File: src/rtl/vga_compositor_if.sv
// vga_compositor_if: CPU register port of the VGA compositor.
// master = bus decoder side, slave = compositor side.
interface vga_compositor_if;
   logic [3:0]  we_reg;
   logic [1:0]  reg_sel;
   logic [31:0] reg_wdata;
   logic [31:0] reg_rdata;

   modport master (output we_reg, output reg_sel, output reg_wdata, input reg_rdata);
   modport slave  (input we_reg, input reg_sel, input reg_wdata, output reg_rdata);
endinterface

File: src/rtl/vga_compositor.sv
// vga_compositor: VGA timing generator with pixel-clock divider and a
// LAYERS-deep priority compositor (enable, validity, colour key, background).
// Control registers are CPU-writable with byte enables and are shadowed so that
// the active copy only changes at frame start.
// Optional feature macro: VGA_COMP_BLINK_EN -- when defined, ctrl[23:16] hides
// the selected layers while frame_cnt[5] is set (64-frame period, 50% duty).
module vga_compositor #(
   parameter int unsigned COLOR_W  = 4,
   parameter int unsigned LAYERS   = 3,
   parameter int unsigned H_ACTIVE = 640,
   parameter int unsigned H_FP     = 16,
   parameter int unsigned H_SYNC   = 96,
   parameter int unsigned H_BP     = 48,
   parameter int unsigned V_ACTIVE = 480,
   parameter int unsigned V_FP     = 10,
   parameter int unsigned V_SYNC   = 2,
   parameter int unsigned V_BP     = 33,
   parameter int unsigned PIX_DIV  = 4,
   parameter bit          SYNC_POL = 1'b0,
   parameter int unsigned CNT_W    = 10
) (
   input  logic                          clk,
   input  logic                          rst,
   vga_compositor_if.slave               bus,
   input  logic [LAYERS*3*COLOR_W-1:0]   layer_color,
   input  logic [LAYERS-1:0]             layer_valid,
   output logic [CNT_W-1:0]              column,
   output logic [CNT_W-1:0]              row,
   output logic                          pix_en,
   output logic                          frame_start,
   output logic [COLOR_W-1:0]            r,
   output logic [COLOR_W-1:0]            g,
   output logic [COLOR_W-1:0]            b,
   output logic                          hsync,
   output logic                          vsync,
   output logic                          busy
);

   localparam int unsigned PIX_W   = 3 * COLOR_W;
   localparam int unsigned H_TOTAL = H_ACTIVE + H_FP + H_SYNC + H_BP;
   localparam int unsigned V_TOTAL = V_ACTIVE + V_FP + V_SYNC + V_BP;
   localparam int unsigned H_SS    = H_ACTIVE + H_FP;
   localparam int unsigned H_SE    = H_SS + H_SYNC;
   localparam int unsigned V_SS    = V_ACTIVE + V_FP;
   localparam int unsigned V_SE    = V_SS + V_SYNC;
   localparam int unsigned DIV_W   = (PIX_DIV > 1) ? $clog2(PIX_DIV) : 1;

   // Layer-enable bits beyond LAYERS and colour bits beyond PIX_W never store.
   localparam logic [31:0] LAYER_MASK = 32'((64'd1 << LAYERS) - 64'd1);
   localparam logic [31:0] CTRL_MASK  = ~(32'h0000_00FF & ~LAYER_MASK);
   localparam logic [31:0] PIX_MASK   = 32'((64'd1 << PIX_W) - 64'd1);

   logic [DIV_W-1:0]  div;
   logic [CNT_W-1:0]  h_cnt;
   logic [CNT_W-1:0]  v_cnt;
   logic [7:0]        frame_cnt;

   logic [31:0]       ctrl_pend, key_pend, bg_pend;
   logic [31:0]       ctrl_nxt, key_nxt, bg_nxt;
   logic [LAYERS-1:0] lay_en_act;
   logic              key_en_act;
   logic              blank_act;
   logic [PIX_W-1:0]  key_act;
   logic [PIX_W-1:0]  bg_act;
   logic [LAYERS-1:0] blink_hide;

   logic              de;
   logic              vblank;
   logic              h_sync_win;
   logic              v_sync_win;
   logic [LAYERS-1:0] vis;
   logic [PIX_W-1:0]  mix;

   logic [PIX_W-1:0]  s1_rgb;
   logic              s1_hs;
   logic              s1_vs;

   assign pix_en      = (div == DIV_W'(PIX_DIV - 1));
   assign frame_start = pix_en && (h_cnt == CNT_W'(H_TOTAL - 1)) && (v_cnt == CNT_W'(V_TOTAL - 1));
   assign de          = (h_cnt < CNT_W'(H_ACTIVE)) && (v_cnt < CNT_W'(V_ACTIVE));
   assign vblank      = (v_cnt >= CNT_W'(V_ACTIVE));
   assign h_sync_win  = (h_cnt >= CNT_W'(H_SS)) && (h_cnt < CNT_W'(H_SE));
   assign v_sync_win  = (v_cnt >= CNT_W'(V_SS)) && (v_cnt < CNT_W'(V_SE));
   assign busy        = de;
   assign column      = h_cnt;
   assign row         = v_cnt;

   // Byte-enable merge of write data into a register, then drop unimplemented bits.
   function automatic logic [31:0] apply_wr(input logic [31:0] cur, input logic [31:0] wd,
                                            input logic [3:0] be, input logic [31:0] mask);
      logic [31:0] res;
      res = cur;
      for (int i = 0; i < 4; i++) begin
         if (be[i]) res[i*8 +: 8] = wd[i*8 +: 8];
      end
      return res & mask;
   endfunction

   // Pixel divider and h/v/frame counters.
   always_ff @(posedge clk) begin
      if (rst) begin
         div       <= '0;
         h_cnt     <= '0;
         v_cnt     <= '0;
         frame_cnt <= '0;
      end else begin
         div <= pix_en ? '0 : div + DIV_W'(1);
         if (pix_en) begin
            if (h_cnt == CNT_W'(H_TOTAL - 1)) begin
               h_cnt <= '0;
               if (v_cnt == CNT_W'(V_TOTAL - 1)) begin
                  v_cnt     <= '0;
                  frame_cnt <= frame_cnt + 8'd1;
               end else begin
                  v_cnt <= v_cnt + CNT_W'(1);
               end
            end else begin
               h_cnt <= h_cnt + CNT_W'(1);
            end
         end
      end
   end

   // Next pending values; also the write-bypass source for the frame-start reload.
   always_comb begin
      ctrl_nxt = ctrl_pend;
      key_nxt  = key_pend;
      bg_nxt   = bg_pend;
      case (bus.reg_sel)
         2'd0:    ctrl_nxt = apply_wr(ctrl_pend, bus.reg_wdata, bus.we_reg, CTRL_MASK);
         2'd1:    key_nxt  = apply_wr(key_pend, bus.reg_wdata, bus.we_reg, PIX_MASK);
         2'd2:    bg_nxt   = apply_wr(bg_pend, bus.reg_wdata, bus.we_reg, PIX_MASK);
         default: ;
      endcase
   end

   // Pending registers track CPU writes; active copies reload at frame start.
   always_ff @(posedge clk) begin
      if (rst) begin
         ctrl_pend  <= '0;
         key_pend   <= '0;
         bg_pend    <= '0;
         lay_en_act <= '0;
         key_en_act <= 1'b0;
         blank_act  <= 1'b0;
         key_act    <= '0;
         bg_act     <= '0;
      end else begin
         ctrl_pend <= ctrl_nxt;
         key_pend  <= key_nxt;
         bg_pend   <= bg_nxt;
         if (frame_start) begin
            lay_en_act <= ctrl_nxt[LAYERS-1:0];
            key_en_act <= ctrl_nxt[8];
            blank_act  <= ctrl_nxt[9];
            key_act    <= key_nxt[PIX_W-1:0];
            bg_act     <= bg_nxt[PIX_W-1:0];
         end
      end
   end

`ifdef VGA_COMP_BLINK_EN
   logic [LAYERS-1:0] blink_act;

   // Active blink mask, reloaded with the other active fields.
   always_ff @(posedge clk) begin
      if (rst) begin
         blink_act <= '0;
      end else if (frame_start) begin
         blink_act <= ctrl_nxt[16 +: LAYERS];
      end
   end

   assign blink_hide = frame_cnt[5] ? blink_act : '0;
`else
   assign blink_hide = '0;
`endif

   // Priority mix: the highest-index visible layer overrides the background.
   always_comb begin
      mix = bg_act;
      vis = '0;
      for (int i = 0; i < LAYERS; i++) begin
         vis[i] = lay_en_act[i] && layer_valid[i] && !blink_hide[i] &&
                  !(key_en_act && (layer_color[i*PIX_W +: PIX_W] == key_act));
         if (vis[i]) mix = layer_color[i*PIX_W +: PIX_W];
      end
   end

   // Register read mux; status reflects live counters.
   always_comb begin
      case (bus.reg_sel)
         2'd0:    bus.reg_rdata = ctrl_pend;
         2'd1:    bus.reg_rdata = key_pend;
         2'd2:    bus.reg_rdata = bg_pend;
         default: bus.reg_rdata = {frame_cnt, vblank, 1'b0, 11'(v_cnt), 11'(h_cnt)};
      endcase
   end

   // Two pixel stages: S1 samples sources and mixes, S2 drives the pins.
   always_ff @(posedge clk) begin
      if (rst) begin
         s1_rgb  <= '0;
         s1_hs   <= ~SYNC_POL;
         s1_vs   <= ~SYNC_POL;
         r       <= '0;
         g       <= '0;
         b       <= '0;
         hsync   <= ~SYNC_POL;
         vsync   <= ~SYNC_POL;
      end else if (pix_en) begin
         s1_rgb    <= (de && !blank_act) ? mix : '0;
         s1_hs     <= h_sync_win ? SYNC_POL : ~SYNC_POL;
         s1_vs     <= v_sync_win ? SYNC_POL : ~SYNC_POL;
         {r, g, b} <= s1_rgb;
         hsync     <= s1_hs;
         vsync     <= s1_vs;
      end
   end

endmodule

File: src/flat_wrapper.sv
// flat-port wrapper written by rule: the top's interface ports become plain ports
module vga_compositor_flat 
#(
   parameter int unsigned COLOR_W  = 4,
   parameter int unsigned LAYERS   = 3,
   parameter int unsigned H_ACTIVE = 640,
   parameter int unsigned H_FP     = 16,
   parameter int unsigned H_SYNC   = 96,
   parameter int unsigned H_BP     = 48,
   parameter int unsigned V_ACTIVE = 480,
   parameter int unsigned V_FP     = 10,
   parameter int unsigned V_SYNC   = 2,
   parameter int unsigned V_BP     = 33,
   parameter int unsigned PIX_DIV  = 4,
   parameter bit          SYNC_POL = 1'b0,
   parameter int unsigned CNT_W    = 10
)
  (clk, rst, layer_color, layer_valid, column, row, pix_en, frame_start, r, g, b, hsync, vsync, busy, bus_we_reg, bus_reg_sel, bus_reg_wdata, bus_reg_rdata);
  vga_compositor_if bus_i ();
  input  logic clk;
  input  logic rst;
  input  logic [LAYERS*3*COLOR_W-1:0] layer_color;
  input  logic [LAYERS-1:0] layer_valid;
  output logic [CNT_W-1:0] column;
  output logic [CNT_W-1:0] row;
  output logic pix_en;
  output logic frame_start;
  output logic [COLOR_W-1:0] r;
  output logic [COLOR_W-1:0] g;
  output logic [COLOR_W-1:0] b;
  output logic hsync;
  output logic vsync;
  output logic busy;
  input wire logic [$bits(bus_i.we_reg)-1:0] bus_we_reg;
  input wire logic [$bits(bus_i.reg_sel)-1:0] bus_reg_sel;
  input wire logic [$bits(bus_i.reg_wdata)-1:0] bus_reg_wdata;
  output wire logic [$bits(bus_i.reg_rdata)-1:0] bus_reg_rdata;
  assign bus_i.we_reg = bus_we_reg;
  assign bus_i.reg_sel = bus_reg_sel;
  assign bus_i.reg_wdata = bus_reg_wdata;
  assign bus_reg_rdata = bus_i.reg_rdata;
  vga_compositor #(.COLOR_W(COLOR_W), .LAYERS(LAYERS), .H_ACTIVE(H_ACTIVE), .H_FP(H_FP), .H_SYNC(H_SYNC), .H_BP(H_BP), .V_ACTIVE(V_ACTIVE), .V_FP(V_FP), .V_SYNC(V_SYNC), .V_BP(V_BP), .PIX_DIV(PIX_DIV), .SYNC_POL(SYNC_POL), .CNT_W(CNT_W)) u_core (.clk(clk), .rst(rst), .bus(bus_i), .layer_color(layer_color), .layer_valid(layer_valid), .column(column), .row(row), .pix_en(pix_en), .frame_start(frame_start), .r(r), .g(g), .b(b), .hsync(hsync), .vsync(vsync), .busy(busy));
endmodule
File: config.mk
export PLATFORM = sky130hd
export DESIGN_NAME = vga_compositor_flat
export DESIGN_NICKNAME = d
export VERILOG_FILES = /design/src/rtl/vga_compositor_if.sv /design/src/rtl/vga_compositor.sv /design/src/flat_wrapper.sv
export SDC_FILE = /design/constraint.sdc
export NUM_CORES = 1
export LEC_CHECK = 0
export BUFFER_PORTS_ARGS = -buffer_cell sky130_fd_sc_hd__buf_2
export CAP_MARGIN = 20
export CORE_MARGIN = 5
export CORE_UTILIZATION = 56
export CTS_CLUSTER_DIAMETER = 200
export DETAILED_ROUTE_END_ITERATION = 16
export PLACE_DENSITY_LB_ADDON = 0.1
export SETUP_SLACK_MARGIN = 0.2
export SLEW_MARGIN = 0
export SYNTH_ARGS = -nofsm -noshare
export SYNTH_HDL_FRONTEND = slang
export SYNTH_SLANG_ARGS = --single-unit
File: constraint.sdc
create_clock -name clk -period 6 [get_ports clk]
set_input_delay 0 -clock clk [delete_from_list [all_inputs] [get_ports clk]]
set_output_delay 0 -clock clk [all_outputs]
set_load 0.05 [all_outputs]
Word level (Yosys, flattened, before mapping)
Cells that the tools add are included.
{ "classes": {"n_mul": 0, "n_mux": 18, "n_lt_le_gt_ge": 7, "n_shift": 0, "n_div": 0, "add_sub_neg": 4, "n_reduce_logical": 26, "n_eq_ne": 8, "bitwise": 0} }
{ "ops": {"columns": ["operator", "count"], "rows": [
  ["$pmux W32 S3", 1],
  ["$mux W12", 6],
  ["$eq A12 B12 Y1", 3],
  ["$mux W10", 3],
  ["$add A10 B1 Y10 const B", 2],
  ["$eq A10 B10 Y1 const B", 2],
  ["$ge A10 B9 Y1 const B", 2],
  ["$lt A10 B10 Y1 const B", 2],
  ["$lt A10 B9 Y1 const B", 2],
  ["$mux W8", 2],
  ["$logic_and A1 B1 Y1", 15],
  ["$ge A10 B10 Y1 const B", 1],
  ["$add A8 B1 Y8 const B", 1],
  ["$mux W4", 2],
  ["$reduce_and A2 Y1", 4],
  ["$eq A2 B2 Y1 const B", 2],
  ["$logic_not A1 Y1", 4],
  ["$mux W3", 1],
  ["$reduce_and A3 Y1", 1],
  ["$add A2 B1 Y2 const B", 1],
  ["$eq A2 B1 Y1 const B", 1],
  ["$logic_not A2 Y1", 1],
  ["$mux W1", 2],
  ["$mux W2", 1],
  ["$reduce_or A2 Y1", 1]
]} }
{ "word_totals": {"memories": 0, "latchBits": 0, "ram_bits": 0, "rom_bits": 0, "register_bits": 138, "out_inout_bits": 69} }

Longest topological paths before layout
{ "logic_depth": {"word_depth": 8, "mapped_depth": 9, "depth_no_buf": 8} }

Worst setup path after synthesis
No wires, ideal clock.
{ "synth_timing": {"path_kind": "reg-to-reg", "startpoint": "register u_core.div[0]", "endpoint": "register u_core.bg_act[10]", "stages_incl_launch_ff": 9, "period_less_slack_ps": 3101, "path_slack_ps": 2899, "t_arrival_ps": 2984, "path_buffers": 3, "path_cell_list": "dfxtp_1 > ha_1 > buf_4 > nand4_2 > nor4_2 > nor2_1 > buf_2 > buf_6 > o22a_1"} }
{ "synth_between": {"elab_chain_cells": 3} }
{ "synth_rtl": {"columns": ["element", "line", "rtl"], "rows": [
  ["start: declaration", "vga_compositor.sv:53", "logic [DIV_W-1:0] div;"],
  ["start signal: assignment", "vga_compositor.sv:107", "div <= pix_en ? '0 : div + DIV_W'(1);"],
  ["$eq A2 B2 Y1", "vga_compositor.sv:78", "assign pix_en = (div == DIV_W'(PIX_DIV - 1));"],
  ["net pix_en", "flat_wrapper.sv:26", "output logic pix_en;"],
  ["$logic_and A1 B1 Y1 (2 in a row)", "vga_compositor.sv:79", "assign frame_start = pix_en && (h_cnt == CNT_W'(H_TOTAL - 1)) && (v_cnt == CNT_W'(V_TOTAL - 1));"],
  ["net frame_start", "flat_wrapper.sv:27", "output logic frame_start;"],
  ["end signal: assignment", "vga_compositor.sv:157", "bg_act <= bg_nxt[PIX_W-1:0];"],
  ["end: declaration", "vga_compositor.sv:64", "logic [PIX_W-1:0] bg_act;"]
]} }
The timed path passes the listed nets, and every way through them passes these cells.
A chain may end at the register's enable or synchronous reset.

Worst setup path after layout
{ "layout_timing": {"startpoint": "register u_core.key_act[9]", "endpoint": "register u_core.s1_rgb[0]"} }
{ "layout_between": {"elab_chain_cells": 8} }
{ "layout_rtl": {"columns": ["element", "line", "rtl"], "rows": [
  ["start: declaration", "vga_compositor.sv:63", "logic [PIX_W-1:0] key_act;"],
  ["start signal: assignment", "vga_compositor.sv:156", "key_act <= key_nxt[PIX_W-1:0];"],
  ["$eq A12 B12 Y1", "vga_compositor.sv:185", "!(key_en_act && (layer_color[i*PIX_W +: PIX_W] == key_act));"],
  ["$logic_and A1 B1 Y1", "vga_compositor.sv:185", null],
  ["$logic_not A1 Y1", "vga_compositor.sv:185", null],
  ["$logic_and A1 B1 Y1", "vga_compositor.sv:184", "vis[i] = lay_en_act[i] && layer_valid[i] && !blink_hide[i] &&"],
  ["$mux W12 (2 in a row)", "vga_compositor.sv:186", "if (vis[i]) mix = layer_color[i*PIX_W +: PIX_W];"],
  ["$mux W12 *", "vga_compositor.sv:186", null],
  ["$mux W12 *", "vga_compositor.sv:212", "s1_rgb <= (de && !blank_act) ? mix : '0;"],
  ["end signal: assignment", "vga_compositor.sv:212", null],
  ["end: declaration", "vga_compositor.sv:74", "logic [PIX_W-1:0] s1_rgb;"]
]} }
Mark *: on every way between the ends. The rest lies on a longest branch, timed or not.

==> impl_metrics.ini <==
[timing]
finalHoldViolCount = 0
setup_viol = 0
fin_setup_tns_ns = 0
fmax_ghz = 0.346
fin_crit_ns = 2.89
max-slew-margin-rel = 0.228
fin_skew_ns = 0.00520
rsz0062_at_grt = no
tightestPinTransition_ns = 1.15
fin_ws_ns = 3.11
drv_slew = 0
period_share = 0.482

[grt]
globalRouteOverflowTotal = 0
track_usage = 0.291
grt_pass1_vias = 5870
antenna_found_initial = 1
grt_max_degree = 51
grt_pass1_wl_mm = 30.3

[status]
status = finished, final reports clean

[flow_run]
maxCapViolations = 0

[clock_tree]
max-clock-path-buffers = 2
cts_sinks = 138
cts_root_buf = clkbuf_16
tritoncts = done
clock_latency_ns = 0.42
cts-buffers-inserted = 17
clk_pin_slew_ns = 0.06
htree_levels = 4

[logic_synthesis]
ys_ff_latch = 138
synth_compound_area_frac = 0.177
synth_top_family_by_area = simple AND/OR/NAND/NOR gates
syn_avg_cell_area_um2 = 8.95
synth-edff-count = 0
yosysSeqAreaShare = 0.440
synthArstFlopShare = 0
synth_xor_area_frac = 0.0767
synthMuxAreaShare = 0.0560
synth_cell_type_count = 46
syn-num-nets = 788
synth_simple_gate_area_frac = 0.202
synth_cells = 702
yosys_most_used_dff = dfxtp_1
ys_warn_count = 0
synthAdderAreaFrac = 0.0139
synth_area_um2 = 6280

[critical_path]
worst-r2r-setup-slack_ns = 3.11
cp.arrival_ns = 3.25
required_ns = 6.36
cp-start-kind = flop
crit_fanout = 14
worstSetupEndpointType = flop
critPathKind = flop to flop

[die]
core_um2 = 10900
initial_core_util = 0.575
die-height_um = 116
fp.dieW_um = 116
die_area_um2 = 13400
io-pin-count = 148
rows = 38

[cells_and_area]
fillers = 793
register_area_um2 = 2760
syn2layout_area_growth_pct = 30.5
layout_common_cells = buf_2, dfxtp_1, nand2_1
diodes = 0
fin_util = 0.750
multiInputGateArea_um2 = 3300
final_nets = 971
final_common_cell = buf_2
drive_gt1_frac = 0.226

[placed_design]
port-buffer-count = 147
hpwl_mm = 13.7
gp_congestion = 0.912
place_ws_ns = 3.53

[routing]
drt-initial-drc-count = 531
via_count = 6059
routedWlPerCell_um = 18.5
firstDrtPassIters = 5
final_antenna_net_count = 0
drc = 0
drt-total-wl_mm = 19.2
via_per_inst = 5.84

[power_and_ir_drop]
p_per_area_nw_per_um2 = 262
p_leak_nw = 3.63
ir_drop_mv = 0.231
power_mw = 2.15

[hold_path]
min_path_type = input port to flop
## synthesized netlist by cell type, types with 7 or more instances
| cell type | instances | area (um2) |
|---|---|---|
| o22a_1 | 29 | 254 |
| clkbuf_1 | 31 | 116 |
| buf_2 | 7 | 35.0 |
| o31ai_1 | 12 | 90.1 |
| xor2_1 | 34 | 298 |
| nand2_1 | 103 | 387 |
| mux2i_1 | 16 | 160 |
| o21ai_0 | 10 | 50.1 |
| a22oi_1 | 12 | 90.1 |
| or3_1 | 7 | 43.8 |
| nand4_1 | 15 | 93.8 |
| nand3_1 | 29 | 145 |
| ha_1 | 7 | 87.6 |
| a211oi_1 | 12 | 90.1 |
| dfxtp_1 | 138 | 2760 |
| nor3_1 | 7 | 35.0 |
| a21oi_1 | 58 | 290 |
| nor2_1 | 52 | 195 |
| and2_1 | 9 | 56.3 |
| a22o_1 | 22 | 193 |
| nor2b_1 | 16 | 100 |
| xnor2_1 | 21 | 184 |
## registers in the layout, indices dropped and copies added, names as in the netlist, 2 cells and up
name and count:
u_core.row 10, u_core.frame_cnt 8, u_core.g 4, u_core.bg_act 12, u_core.key_act 12, u_core.bg_pend 12, u_core.ctrl_pend 27, u_core.r 4
u_core.s1_rgb 12, u_core.column 10, u_core.b 4, u_core.key_pend 12, u_core.div 2, u_core.lay_en_act 3
## where the power goes
group	switching, mW	internal [mW]
Combinational	0.111	0.0734
Sequential	0.00832	0.931
Clock	0.374	0.654
## layer usage
layer	GRT usage	vias up	wire [um]
li1	-	2864	-
met1	0.364	2856	7790
met2	0.486	290	9240
met3	0.0658	47	1570
met4	0.118	2	584
met5	0	-	7
## logic make-up after synthesis
family / Yosys count
fa+ha+maj: 7
flops: 138
buf+inv: 53
compound gates: 161
xor+xnor: 55
mux: 27
simple gates: 261
## worst max-delay path, cell delays in order, from the launching register on
cell and delay [ns]:
dfxtp_1 0.45, xor2_1 0.11, nor4_1 0.42, a41oi_1 0.45
buf_4 0.34, nor2b_1 0.13, a211oi_1 0.06, o31ai_1 0.28
dlygate4sd3_1 0.59
## worst paths after layout
kind / startpoint / endpoint / depth (start not counted)
max: u_core.key_act[9] / u_core.s1_rgb[0] / 8
min: bus_we_reg[1] / u_core.key_pend[9] / 3
max reg2reg: u_core.key_act[9] / u_core.s1_rgb[0] / 8
min reg2reg: u_core.div[0] / u_core.div[0] / 1
## cell type report
type                            count  share of cell area
Multi-Input combinational cell    511               0.402
Sequential cell                   138               0.337
Timing Repair Buffer              211               0.165
Clock buffer                       25              0.0604
Tap cell                          140              0.0214
Clock inverter                      7              0.0108
Inverter                            6             0.00275
## through the flow
step	area, um2	hold WS, ns	instances
5_1_grt	8200	0.0257	1038
3_3_place_gp	7060	0.241	950
2_1_floorplan	6280	0.131	702
4_1_cts	8200	0.0132	1038
3_5_place_dp	7060	0.250	950
6_report	8200	0.0234	1038
## repair_timing
action	4_1_cts	5_1_grt
endpoints found under the hold margin	63	0
setup buffers	0	0
gates resized for setup	0	0
hold buffers	56	0
setup endpoints to repair	0	0
(Power assumes the default switching activity.)
